### src/rtl/imem_loader_pkg.sv
// imem_loader_pkg: shared state encoding and stream-format constants for the boot loader.
package imem_loader_pkg;

    localparam int LEN_W          = 16;
    localparam int BYTES_PER_WORD = 4;

    typedef enum logic [2:0] {
        S_LEN_LO = 3'd0,
        S_LEN_HI = 3'd1,
        S_DATA   = 3'd2,
        S_CHECK  = 3'd3,
        S_FLUSH  = 3'd4,
        S_DONE   = 3'd5,
        S_ERROR  = 3'd6
    } state_t;

endpackage

### src/rtl/imem_loader_byte_packer.sv
// imem_loader_byte_packer: packs little-endian stream bytes into 32-bit words, word_valid on the 4th byte.
module imem_loader_byte_packer
    import imem_loader_pkg::*;
(
    input  logic        clk,
    input  logic        reset,
    input  logic        clear,
    input  logic        strobe,
    input  logic [7:0]  data,
    output logic [31:0] word,
    output logic        word_valid
);

    logic [23:0] sh;
    logic [1:0]  cnt;

    assign word       = {data, sh};
    assign word_valid = strobe && cnt == 2'(BYTES_PER_WORD - 1);

    // shift bytes in from the top so the first byte ends up in [7:0]
    always_ff @(posedge clk or posedge reset) begin
        if (reset) begin
            sh  <= '0;
            cnt <= '0;
        end else if (clear) begin
            sh  <= '0;
            cnt <= '0;
        end else if (strobe) begin
            sh  <= {data, sh[23:8]};
            cnt <= cnt + 2'd1;
        end
    end

endmodule

### src/rtl/imem_loader.sv
// imem_loader: boot loader writing a host byte stream into instruction memory while holding the core in reset.
// Optional checksum byte after the data is enabled by defining LOADER_CHECKSUM_EN.
module imem_loader
    import imem_loader_pkg::*;
#(
    parameter int ADDR_W = 8
) (
    input  logic              clk,
    input  logic              reset,
    input  logic              in_valid,
    input  logic [7:0]        in_data,
    output logic              in_ready,
    input  logic              reload,
    output logic              imem_we,
    output logic [ADDR_W-1:0] imem_addr,
    output logic [31:0]       imem_wdata,
    output logic              core_reset,
    output logic              done,
    output logic              error
);

    localparam int DEPTH = 1 << ADDR_W;

`ifdef LOADER_CHECKSUM_EN
    localparam state_t S_END = S_CHECK;
    logic [7:0] acc;
`else
    localparam state_t S_END = S_FLUSH;
`endif

    localparam logic END_READY = (S_END != S_FLUSH);

    state_t          state;
    logic [LEN_W-1:0] len;
    logic [LEN_W-1:0] n_full;
    logic [ADDR_W:0] wcnt;
    logic            accept;
    logic            last_word;
    logic            do_reload;
    logic [31:0]     word;
    logic            word_valid;

    assign accept    = in_valid && in_ready;
    assign n_full    = {in_data, len[7:0]};
    assign last_word = 32'(wcnt) + 32'd1 == 32'(len);
    assign do_reload = reload && (state == S_DONE || state == S_ERROR);

    imem_loader_byte_packer u_packer (
        .clk        (clk),
        .reset      (reset),
        .clear      (do_reload),
        .strobe     (accept && state == S_DATA),
        .data       (in_data),
        .word       (word),
        .word_valid (word_valid)
    );

    // loader FSM with registered handshake, memory-write and status outputs
    always_ff @(posedge clk or posedge reset) begin
        if (reset) begin
            state      <= S_LEN_LO;
            in_ready   <= 1'b0;
            imem_we    <= 1'b0;
            imem_addr  <= '0;
            imem_wdata <= '0;
            core_reset <= 1'b1;
            done       <= 1'b0;
            error      <= 1'b0;
            len        <= '0;
            wcnt       <= '0;
`ifdef LOADER_CHECKSUM_EN
            acc        <= '0;
`endif
        end else begin
            imem_we <= 1'b0;
            case (state)
                S_LEN_LO: begin
                    in_ready <= 1'b1;
                    if (accept) begin
                        len[7:0] <= in_data;
                        state    <= S_LEN_HI;
                    end
                end
                S_LEN_HI: if (accept) begin
                    len <= n_full;
                    if (32'(n_full) > DEPTH) begin
                        state    <= S_ERROR;
                        in_ready <= 1'b0;
                        error    <= 1'b1;
                    end else if (n_full == '0) begin
                        state    <= S_END;
                        in_ready <= END_READY;
                    end else begin
                        state <= S_DATA;
                    end
                end
                S_DATA: if (accept) begin
`ifdef LOADER_CHECKSUM_EN
                    acc <= acc ^ in_data;
`endif
                    if (word_valid) begin
                        imem_we    <= 1'b1;
                        imem_addr  <= wcnt[ADDR_W-1:0];
                        imem_wdata <= word;
                        wcnt       <= wcnt + 1'b1;
                        if (last_word) begin
                            state    <= S_END;
                            in_ready <= END_READY;
                        end
                    end
                end
`ifdef LOADER_CHECKSUM_EN
                S_CHECK: if (accept) begin
                    in_ready <= 1'b0;
                    state    <= (in_data == acc) ? S_FLUSH : S_ERROR;
                    error    <= (in_data != acc);
                end
`endif
                S_FLUSH: begin
                    state      <= S_DONE;
                    done       <= 1'b1;
                    core_reset <= 1'b0;
                end
                S_DONE, S_ERROR: if (reload) begin
                    state      <= S_LEN_LO;
                    in_ready   <= 1'b1;
                    core_reset <= 1'b1;
                    done       <= 1'b0;
                    error      <= 1'b0;
                    wcnt       <= '0;
`ifdef LOADER_CHECKSUM_EN
                    acc        <= '0;
`endif
                end
                default: begin
                    state    <= S_ERROR;
                    in_ready <= 1'b0;
                    error    <= 1'b1;
                end
            endcase
        end
    end

endmodule
### config.mk
export PLATFORM = sky130hd
export DESIGN_NAME = imem_loader
export DESIGN_NICKNAME = d
export VERILOG_FILES = /design/src/rtl/imem_loader_pkg.sv /design/src/rtl/imem_loader_byte_packer.sv /design/src/rtl/imem_loader.sv
export SDC_FILE = /design/constraint.sdc
export NUM_CORES = 1
export LEC_CHECK = 0
export BUFFER_PORTS_ARGS = -buffer_cell sky130_fd_sc_hd__buf_4
export CORE_ASPECT_RATIO = 0.8
export CORE_MARGIN = 5
export CORE_UTILIZATION = 57
export DETAILED_ROUTE_END_ITERATION = 10
export PLACE_DENSITY_LB_ADDON = 0.08
export SYNTH_ARGS = -nofsm -noshare
export SYNTH_HDL_FRONTEND = slang
export SYNTH_SLANG_ARGS = --single-unit
### constraint.sdc
create_clock -name clk -period 3.6 [get_ports clk]
set_input_delay 0.72 -clock clk [delete_from_list [all_inputs] [get_ports clk]]
set_output_delay 0.72 -clock clk [all_outputs]
set_load 0.02 [all_outputs]
==> run summary, run 1 <==
reg2reg end - in_ready
synth top area cells - dfrtp_1, nand2_1, a21oi_1
GR Overflow Total - 0
critical path's largest stage delay - 0.50 ns
Final Max Slew Viols - 0
setup ws final - 1.26 ns
max frequency - 428 MHz
Starting Density - 0.592
io pins - 57
Top FF cell, synth - dfrtp_1
drt wl/cell - 16.1 µm
Total GRT Usage - 0.233
Setup TNS - 0 ns
initial DRC count - 199
number of fill cells - 634
crit end category - flip-flop
Clock H-tree levels - 3
Detail Route Antenna Nets - 0
sequential share of the synthesized area - 0.558
Die X - 109 µm
CP max-delay cell - dfrtp_1
# diodes - 0
Resized Gates After CTS - 0
# nets final - 546
final core occ - 0.681
share of layout cells above drive strength 1 - 0.190
number of flops mapped to enable cells by yosys - 0
Die Ht - 88.9 µm
largest net degree at the start of global routing - 60
final worst path period need - 2.34 ns
post-synthesis cell count - 487
die area - 9670 µm²
cts bufs inserted - 9
area added between synthesis and finish - 15.0%
HPWL after DPL - 7060 µm
reg2reg setup slack - 1.26 ns
Post-CTS Setup Inserts - 0
syn avg cell area - 9.12 µm²
CTS clk-pin slew, worst paths - 0.10 ns
Synth Register Bits - 99
CP top delay family - simple AND/OR/NAND/NOR gates
Routed WL - 10300 µm
DP Worst Slack - 1.19 ns
Buffers on Ports - 56
endpoints failing hold - 0
commonest non-fill, non-tap cell in the layout - nand2_1
routed vias - 3592
routed vias/inst - 5.60
CP required - 3.85 ns
status - finished clean
most frequent cells in the layout - nand2_1, dfrtp_1, buf_4
Max VDD drop - 481 µV
syn_nets - 501
CTS root buf - clkbuf_8
CTS tree - yes
clk buf depth - 2
core box area - 7500 µm²
worst r2r src - wcnt[0]
area share of the largest cell type after synthesis - 0.552
Worst Setup Path Type - flip-flop to flip-flop
Synth Cell Area - 4440 µm²
Setup Viol. Count Final - 0
Setup Skew - 0.0150 ns
Yosys Warn Count - 0
RSZ-0062 raised after global routing - false
ys async rst share - 1.00
critical path arrival - 2.59 ns
Yosys top cell by area - dfrtp_1
Worst-Margin Slew - 1.08 ns
P_leak - 2.53 nW
Final Cycle Share - 0.650
initial antenna violation count - 0
Pre-Repair DR Iteration Count - 4
first-pass GRT wire length - 17500 µm
GPL Wtd Cong - 0.900
Sinks on Clock Net - 99
Pwr Density - 787 nW/µm²
Rel. slew slack - 0.276
overall power - 4.02 mW
CP max FO - 7
Cell variety after synth - 47
Critical path buffers and inverters - 0
clk_lat worst skew - 0.37 ns
drc violations - 0
worst path cell trace - ha_1 > nand3_1 > nor2_1 > a21oi_1 > nor4_1 > nand4_1 > a31o_2
Hold Path Class - input pin to asynchronous set/reset pin
Hold-fix buffers, CTS - 0
reg2reg path depth - 7
number of global-route vias before repair - 3454
max_cap viols - 0
# rows - 28
crit start category - flip-flop
stage by stage:
step | hold slack [ns] | cell area, µm² | cells
after floorplan | 0.439 | 4440 | 487
after global routing | 0.486 | 5110 | 642
after detailed placement | 0.451 | 4920 | 626
after CTS | 0.475 | 5110 | 642
after global placement | 0.452 | 4920 | 626
final | 0.470 | 5110 | 642
cells by family (layout without fill, tap and decap cells):
| group | count (synthesis) | in the layout | share of synthesized area |
|---|---|---|---|
| AOI/OAI and AO/OA | 80 | 80 | 0.112 |
| and+or+nand+nor | 250 | 250 | 0.239 |
| xor gates and xnor gates | 10 | 10 | 0.0197 |
| muxes | 14 | 14 | 0.0355 |
| DFF | 99 | 99 | 0.558 |
| adders and majority gates | 2 | 2 | 0.00563 |
| buffers and inverters | 32 | 82 | 0.0299 |
per-layer routing:
| layer | GRT usage | part of all wire | vias to the layer above |
|---|---|---|---|
| met5 | 0 | 0 | - |
| met4 | 0.0505 | 0.0086 | 0 |
| met3 | 0.0534 | 0.078 | 10 |
| met2 | 0.338 | 0.43 | 125 |
| met1 | 0.360 | 0.48 | 1752 |
| li1 | - | - | 1705 |
state kept, by name (all words and copies together) (netlist names), 2 cells and up:
name and count:
state 3, u_packer.cnt 2, imem_wdata 32, imem_addr 8
wcnt 9, len 16, u_packer.sh 24
layout make-up:
type | count | area (µm²) | area share
Clock buffer | 11 | 141 | 0.0277
Multi-Input combinational cell | 356 | 1830 | 0.359
Timing Repair Buffer | 61 | 458 | 0.0897
Sequential cell | 99 | 2480 | 0.485
Tap cell | 105 | 131 | 0.0257
Inverter | 5 | 21.3 | 0.00416
Clock inverter | 5 | 42.5 | 0.00833
cell usage after synthesis, types with 3 or more instances:
| cell | n |
|---|---|
| a21oi_1 | 33 |
| a31oi_1 | 4 |
| and2_1 | 3 |
| and3_1 | 4 |
| buf_1 | 3 |
| buf_2 | 10 |
| clkbuf_1 | 14 |
| dfrtp_1 | 98 |
| inv_1 | 4 |
| mux2_2 | 14 |
| nand2_1 | 187 |
| nand2b_1 | 5 |
| nand3_1 | 6 |
| nand4_1 | 4 |
| nor2_1 | 20 |
| nor3_1 | 3 |
| nor4_1 | 4 |
| o21ai_0 | 20 |
| o221ai_1 | 3 |
| o31ai_1 | 4 |
| or3_1 | 3 |
| xnor2_1 | 8 |
worst max path at each step:
stage | startpoint | endpoint | slack [ns] | depth (start not counted)
detailed placement | in_data[4] | state[1] | 1.19 | 6
finish | wcnt[0] | in_ready | 1.26 | 7
floorplan | reset | done | 0.29 | 1
global route | wcnt[0] | in_ready | 1.04 | 7
CTS | wcnt[0] | in_ready | 1.27 | 7
global placement | in_data[4] | state[1] | 1.22 | 6
where the power goes:
group / internal, mW / switching, mW / leakage [nW] / total [mW]
combinational: 0.627 / 0.847 / 1.13 / 1.47
clock: 0.282 / 0.397 / 0.0966 / 0.679
sequential: 1.52 / 0.351 / 1.31 / 1.87
Power figures use the tool's default switching activity.
==> inputs of run 2 (changes only) <==
- clock period: 3.6 -> 2.4 ns (I/O delays scaled with it)
==> run 2 against run 1 <==
Maximum frequency rose by 8.5%. Combinational power rose by 58%. Cell area rose by 1.2%. Sequential power rose by 48%. Count of clock-buffer cells in the layout did not move. Die area did not move. Wire length rose by 0.17%. Critical path depth did not move. Cell count rose by 0.93%. Global-route usage rose by 0.13 points. Sequential cell count did not move. Hold slack got worse by 0.23 ns. Highest routed layer unchanged.
==> run summary, run 2 (synthesis results as in run 1) <==
max_cap viols - 0 (unchanged)
placed insts - 632 (was 626)
CTS tree - yes (unchanged)
Detail Route Antenna Nets - 0 (unchanged)
crit end category - flip-flop (unchanged)
power share of the clock group - 0.168 (was 0.169)
Largest Register - imem_wdata (unchanged)
Non-Filler Instances - 648 (was 642)
post-route cell area - 5170 µm² (was 5110 µm²)
CP required - 2.72 ns (was 3.85 ns)
CP top delay family - compound AO/OA/AOI/OAI gates (was simple AND/OR/NAND/NOR gates)
reg2reg end - state[2] (was in_ready)
# rows - 28 (unchanged)
HPWL after DPL - 7210 µm (was 7060 µm)
clk buf depth - 2 (unchanged)
number of fill cells - 624 (was 634)
initial antenna violation count - 0 (unchanged)
Pre-Repair DR Iteration Count - 4 (unchanged)
endpoints failing hold - 0 (unchanged)
P_leak - 2.55 nW (was 2.53 nW)
reg2reg setup slack - 0.24 ns (was 1.26 ns)
Net Sw Frac - 0.396 (was 0.397)
number of global-route vias before repair - 3472 (was 3454)
worst hold margin - 0.240 ns (was 0.470 ns)
core box area - 7500 µm² (unchanged)
crit start category - flip-flop (unchanged)
reg2reg path depth - 7 (unchanged)
Area after DPL - 4980 µm² (was 4920 µm²)
multi-input logic area - 1840 µm² (was 1830 µm²)
switching pwr - 2.42 mW (was 1.59 mW)
overall power - 6.10 mW (was 4.02 mW)
logic gate share of total power - 0.380 (was 0.367)
worst r2r src - wcnt[0] (unchanged)
Setup Skew - 0.0118 ns (was 0.0150 ns)
Sinks on Clock Net - 99 (unchanged)
Critical path buffers and inverters - 0 (unchanged)
critical path's largest stage delay - 0.48 ns (was 0.50 ns)
Worst Setup Path Type - flip-flop to flip-flop (unchanged)
die area - 9670 µm² (unchanged)
sequential share of power - 0.452 (was 0.464)
status - finished clean (unchanged)
area added between synthesis and finish - 16.5% (was 15.0%)
final core occ - 0.690 (was 0.681)
CP max FO - 7 (unchanged)
cell-internal power - 3.68 mW (was 2.42 mW)
io pins - 57 (unchanged)
DP Worst Slack - 0.216 ns (was 1.19 ns)
routed vias/inst - 5.53 (was 5.60)
Pwr Density - 1180 nW/µm² (was 787 nW/µm²)
initial DRC count - 206 (was 199)
largest net degree at the start of global routing - 100 (was 60)
GR Overflow Total - 0 (unchanged)
biggest regs - imem_wdata: 32 flops, u_packer.sh: 24 flops, len: 16 flops (unchanged)
Buffers on Ports - 56 (unchanged)
commonest non-fill, non-tap cell in the layout - nand2_1 (unchanged)
Routed WL - 10400 µm (was 10300 µm)
share of layout cells above drive strength 1 - 0.201 (was 0.190)
Hold Path Class - input pin to asynchronous set/reset pin (unchanged)
Post-CTS Setup Inserts - 0 (unchanged)
worst path cell trace - ha_2 > nand3_1 > a2111oi_2 > a211oi_1 > a2111oi_2 > and3_1 > a211o_1 (was ha_1 > nand3_1 > nor2_1 > a21oi_1 > nor4_1 > nand4_1 > a31o_2)
drc violations - 0 (unchanged)
Setup TNS - 0 ns (unchanged)
most frequent cells in the layout - nand2_1, dfrtp_1, buf_4 (unchanged)
Starting Density - 0.592 (unchanged)
Die Ht - 88.9 µm (unchanged)
drt wl/cell - 16.0 µm (was 16.1 µm)
clk_lat worst skew - 0.38 ns (was 0.37 ns)
CP max-delay cell - dfrtp_1 (unchanged)
Total GRT Usage - 0.234 (was 0.233)
max frequency - 464 MHz (was 428 MHz)
setup ws final - 0.244 ns (was 1.26 ns)
Worst-Margin Slew - 0.537 ns (was 1.08 ns)
Max VDD drop - 760 µV (was 481 µV)
GPL Wtd Cong - 0.885 (was 0.900)
first-pass GRT wire length - 17200 µm (was 17500 µm)
# nets final - 552 (was 546)
Rel. slew slack - 0.642 (was 0.276)
routed vias - 3581 (was 3592)
Setup Viol. Count Final - 0 (unchanged)
Die X - 109 µm (unchanged)
final worst path period need - 2.16 ns (was 2.34 ns)
cts bufs inserted - 9 (unchanged)
Largest register FFs - 32 (unchanged)
Final Max Slew Viols - 0 (unchanged)
Final Cycle Share - 0.898 (was 0.650)
CTS root buf - clkbuf_8 (unchanged)
RSZ-0062 raised after global routing - false (unchanged)
Clock H-tree levels - 3 (unchanged)
register area - 2480 µm² (unchanged)
CTS clk-pin slew, worst paths - 0.10 ns (about the same)
# diodes - 0 (unchanged)
most used cell along the critical path - a2111oi_2
critical path arrival - 2.48 ns (was 2.59 ns)
[run 2: worst min-delay path: stages]
cell and delay, ns:
buf_4 0.12, clkinvlp_4 0.07, buf_12 0.40
[run 2: timing repair]
item | 4_1_cts | 5_1_grt
setup endpoints to repair | 0 | 2
hold buffers | 0 | 0
resized for setup | 0 | 1
[run 2: power groups by stage]
stage	combinational, mW	sequential (mW)	clock [mW]
detailed placement	2.34	2.78	0
global placement	2.29	2.76	0
CTS	2.34	2.75	1.05
global route	2.57	2.84	1.11
floorplan	1.24	2.97	0
finish	2.32	2.76	1.02
[run 2: how the worst max path moves through the flow]
stage | start | to | cells after the start
after global placement | in_data[4] | state[1] | 6
final | wcnt[0] | state[2] | 7
after CTS | wcnt[0] | state[2] | 7
after global routing | wcnt[0] | state[1] | 7
after detailed placement | wcnt[0] | state[1] | 7
after floorplan | in_data[4] | state[1] | 5
[run 2: final cells by class]
class | instances | area share
sequential | 99 | 0.479
clock buffer | 11 | 0.0273
multi-input combinational | 356 | 0.355
tap | 105 | 0.0254
inverter | 5 | 0.00436
clock inverter | 5 | 0.00871
timing repair buffer | 67 | 0.0997
[run 2: per-layer routing]
metal | routed length, µm | track usage
met1 | 5060 | 0.354
met2 | 4440 | 0.338
met3 | 752 | 0.0556
met4 | 107 | 0.0688
met5 | 0 | 0
==> inputs of run 3 (changes only) <==
- ABC_AREA: unset -> 1
- GPL_ROUTABILITY_DRIVEN: unset -> 0
==> run 3 against run 2 <==
Global-route usage decreased by 1.4 points. Critical endpoint is now u_packer.sh[16]. Synthesized area decreased by 1.8%. First-iteration DRC count increased by 9.2%. Hold slack got worse by 0.21 ns. Non-clock buffer count decreased by 7. Sequential cell count unchanged. Cell area decreased by 1.7%. Core utilization decreased by 0.53 points. Clock skew decreased by 0.0016 ns. Clock power increased by 12%. Combinational power decreased by 38%. Via count decreased by 3.3%. Highest routed layer unchanged.
==> run summary, run 3 <==
status - finished clean (unchanged)
Worst Setup Path Type - flip-flop to flip-flop (unchanged)
Hold Path Class - input pin to asynchronous set/reset pin (unchanged)
Pwr Density - 952 nW/µm² (was 1180 nW/µm²)
Max VDD drop - 651 µV (was 760 µV)
synth top area cells - dfrtp_1, nand2_1, inv_1 (was dfrtp_1, nand2_1, a21oi_1)
routed vias - 3464 (was 3581)
Top FF cell, synth - dfrtp_1 (unchanged)
crit end category - flip-flop (unchanged)
Setup TNS - 0 ns (unchanged)
gr busiest metal - met2 (was met1)
P_leak - 2.52 nW (was 2.55 nW)
commonest non-fill, non-tap cell in the layout - nand2_1 (unchanged)
CTS clk-pin slew, worst paths - 0.09 ns (was 0.10 ns)
Routed WL - 9530 µm (was 10400 µm)
Largest Register - imem_wdata (unchanged)
met3 Usage GRT - 0.0620 (was 0.0556)
crit start category - flip-flop (unchanged)
Commonest cells post-synth - nand2_1, dfrtp_1, inv_1 (was nand2_1, dfrtp_1, a21oi_1)
number of fill cells - 604 (was 624)
DP Worst Slack - 0.410 ns (was 0.216 ns)
simple-gate area share of the yosys netlist - 0.207 (was 0.239)
Synth Register Bits - 99 (unchanged)
CTS tree - yes (unchanged)
Die Ht - 88.2 µm (was 88.9 µm)
Critical path buffers and inverters - 3 (was 0)
Resized Gates After CTS - 0 (unchanged)
endpoints failing hold - 0 (unchanged)
syn avg cell area - 8.84 µm² (was 9.12 µm²)
Synth Cell Area - 4360 µm² (was 4440 µm²)
syn_nets - 507 (was 501)
number of global-route vias before repair - 3272 (was 3472)
overall power - 4.84 mW (was 6.10 mW)
post-synthesis cell count - 493 (was 487)
Rel. slew slack - 0.677 (was 0.642)
Detail Route Antenna Nets - 0 (unchanged)
Setup Viol. Count Final - 0 (unchanged)
io pins - 57 (unchanged)
clk_lat worst skew - 0.37 ns (was 0.38 ns)
final worst path period need - 2.05 ns (was 2.16 ns)
cts bufs inserted - 9 (unchanged)
share of layout cells above drive strength 1 - 0.168 (was 0.201)
max_cap viols - 0 (unchanged)
Hold-fix buffers, CTS - 0 (unchanged)
most used cell along the critical path - inv_2 (was a2111oi_2)
drt wl/cell - 14.5 µm (was 16.0 µm)
Yosys Warn Count - 0 (unchanged)
largest family of logic cells by synthesized area - simple AND/OR/NAND/NOR gates (unchanged)
die area - 9510 µm² (was 9670 µm²)
CP max FO - 24 (was 7)
# nets final - 563 (was 552)
most frequent cells in the layout - nand2_1, dfrtp_1, inv_1 (was nand2_1, dfrtp_1, buf_4)
ys async rst share - 1.00 (unchanged)
drc violations - 0 (unchanged)
clk buf depth - 2 (unchanged)
critical path arrival - 2.27 ns (was 2.48 ns)
Die X - 108 µm (was 109 µm)
GRT met2 Usage - 0.337 (was 0.338)
CTS root buf - clkbuf_8 (unchanged)
Sinks on Clock Net - 99 (unchanged)
initial DRC count - 225 (was 206)
Yosys top cell by area - dfrtp_1 (unchanged)
setup ws final - 0.351 ns (was 0.244 ns)
Cell variety after synth - 30 (was 47)
GR Overflow Total - 0 (unchanged)
# rows - 28 (unchanged)
area share of the largest cell type after synthesis - 0.562 (was 0.552)
CP max-delay cell - dfrtp_1 (unchanged)
worst path cell trace - inv_1 > or2_4 > a21oi_1 > inv_2 > nor2_4 > inv_2 > nand2_2 > o22ai_1 (was ha_2 > nand3_1 > a2111oi_2 > a211oi_1 > a2111oi_2 > and3_1 > a211o_1)
HPWL after DPL - 6840 µm (was 7210 µm)
Starting Density - 0.587 (was 0.592)
Compound-Gate Fraction of Synth Area - 0.131 (was 0.112)
Clock H-tree levels - 3 (unchanged)
area added between synthesis and finish - 16.6% (was 16.5%)
RSZ-0062 raised after global routing - false (unchanged)
CP top delay family - simple AND/OR/NAND/NOR gates (was compound AO/OA/AOI/OAI gates)
top-count cell post-synth - nand2_1 (unchanged)
CP required - 2.62 ns (was 2.72 ns)
met1 global-route usage - 0.313 (was 0.354)
Final Max Slew Viols - 0 (unchanged)
Post-CTS Setup Inserts - 0 (unchanged)
# diodes - 0 (unchanged)
routed vias/inst - 5.26 (was 5.53)
Buffers on Ports - 56 (unchanged)
biggest regs - imem_wdata: 32 flops, u_packer.sh: 24 flops, len: 16 flops (unchanged)
register area - 2480 µm² (unchanged)
initial antenna violation count - 0 (unchanged)
core box area - 7430 µm² (was 7500 µm²)
XOR/XNOR share of the synthesized area - 0.00201 (was 0.0197)
Largest register FFs - 32 (unchanged)
mux share of post-synthesis cell area - 0 (was 0.0355)
Final Cycle Share - 0.854 (was 0.898)
Setup Skew - 0.0103 ns (was 0.0118 ns)
largest net degree at the start of global routing - 70 (was 100)
Total GRT Usage - 0.220 (was 0.234)
Pre-Repair DR Iteration Count - 6 (was 4)
multi-input logic area - 1510 µm² (was 1840 µm²)
max frequency - 488 MHz (was 464 MHz)
critical path's largest stage delay - 0.41 ns (was 0.48 ns)
Worst-Margin Slew - 0.482 ns (was 0.537 ns)
number of flops mapped to enable cells by yosys - 0 (unchanged)
sequential share of the synthesized area - 0.568 (was 0.558)
first-pass GRT wire length - 16200 µm (was 17200 µm)
adder-cell area share of the yosys netlist - 0.00574 (was 0.00564)
## run 3: cell types whose count changed after synthesis, sizes merged, moves of 25 or more
cell,before,now
o21ai,20,64
inv,5,70
nand3,7,32
a21oi,33,6
o22ai,1,27
nand2,187,131
## run 3: path summary, 6_finish.rpt
kind	startpoint	end	slack (ns)	cells after the start
max	state[1]	u_packer.sh[16]	0.35	8
min	reset	len[9]	0.03	2
max reg2reg	state[1]	u_packer.sh[16]	0.35	8
min reg2reg	done	done	0.49	2
max in group asynchronous	reset	core_reset	1.82	3
min in group clk	reload	state[2]	0.45	4
## run 3: logic make-up (layout without fill, tap and decap cells)
| kind of cell | count (synthesis) | count (layout) |
|---|---|---|
| buffers and inverters | 85 | 145 |
| flip-flops | 99 | 99 |
| XOR/XNOR | 1 | 1 |
| AO/OA/AOI/OAI | 100 | 100 |
| AND/OR/NAND/NOR | 206 | 206 |
| adder cells (fa/ha/maj) | 2 | 2 |
## run 3: layout make-up
class | count | share of cell area
clock buffer | 9 | 0.0244
clock inverter | 6 | 0.0175
inverter | 70 | 0.0524
multi-input combinational | 309 | 0.296
sequential | 99 | 0.488
tap | 105 | 0.0258
timing repair buffer | 60 | 0.0960
## run 3: metrics by stage
| stage | util | instance area (µm²) | hold WS [ns] | std cells |
|---|---|---|---|---|
| after floorplan | - | 4360 | 0.445 | 493 |
| after global placement | 0.656 | 4870 | 0.407 | 643 |
| after detailed placement | 0.656 | 4870 | 0.412 | 643 |
| after CTS | 0.684 | 5080 | 0.0102 | 658 |
| after global routing | 0.684 | 5080 | 0.0182 | 658 |
| final | 0.684 | 5080 | 0.0254 | 658 |
## run 3: report_power, final
group / internal [mW] / switching [mW]
logic: 0.508 / 0.921
registers: 2.06 / 0.213
clock network: 0.583 / 0.559
## run 3: routing by layer
metal | wire length (µm) | vias to the layer above | part of all wire
met4 | 109 | 0 | 0.011
met3 | 599 | 11 | 0.063
li1 | - | 1705 | -
met5 | 0 | - | 0
met2 | 4210 | 108 | 0.44
met1 | 4610 | 1640 | 0.48
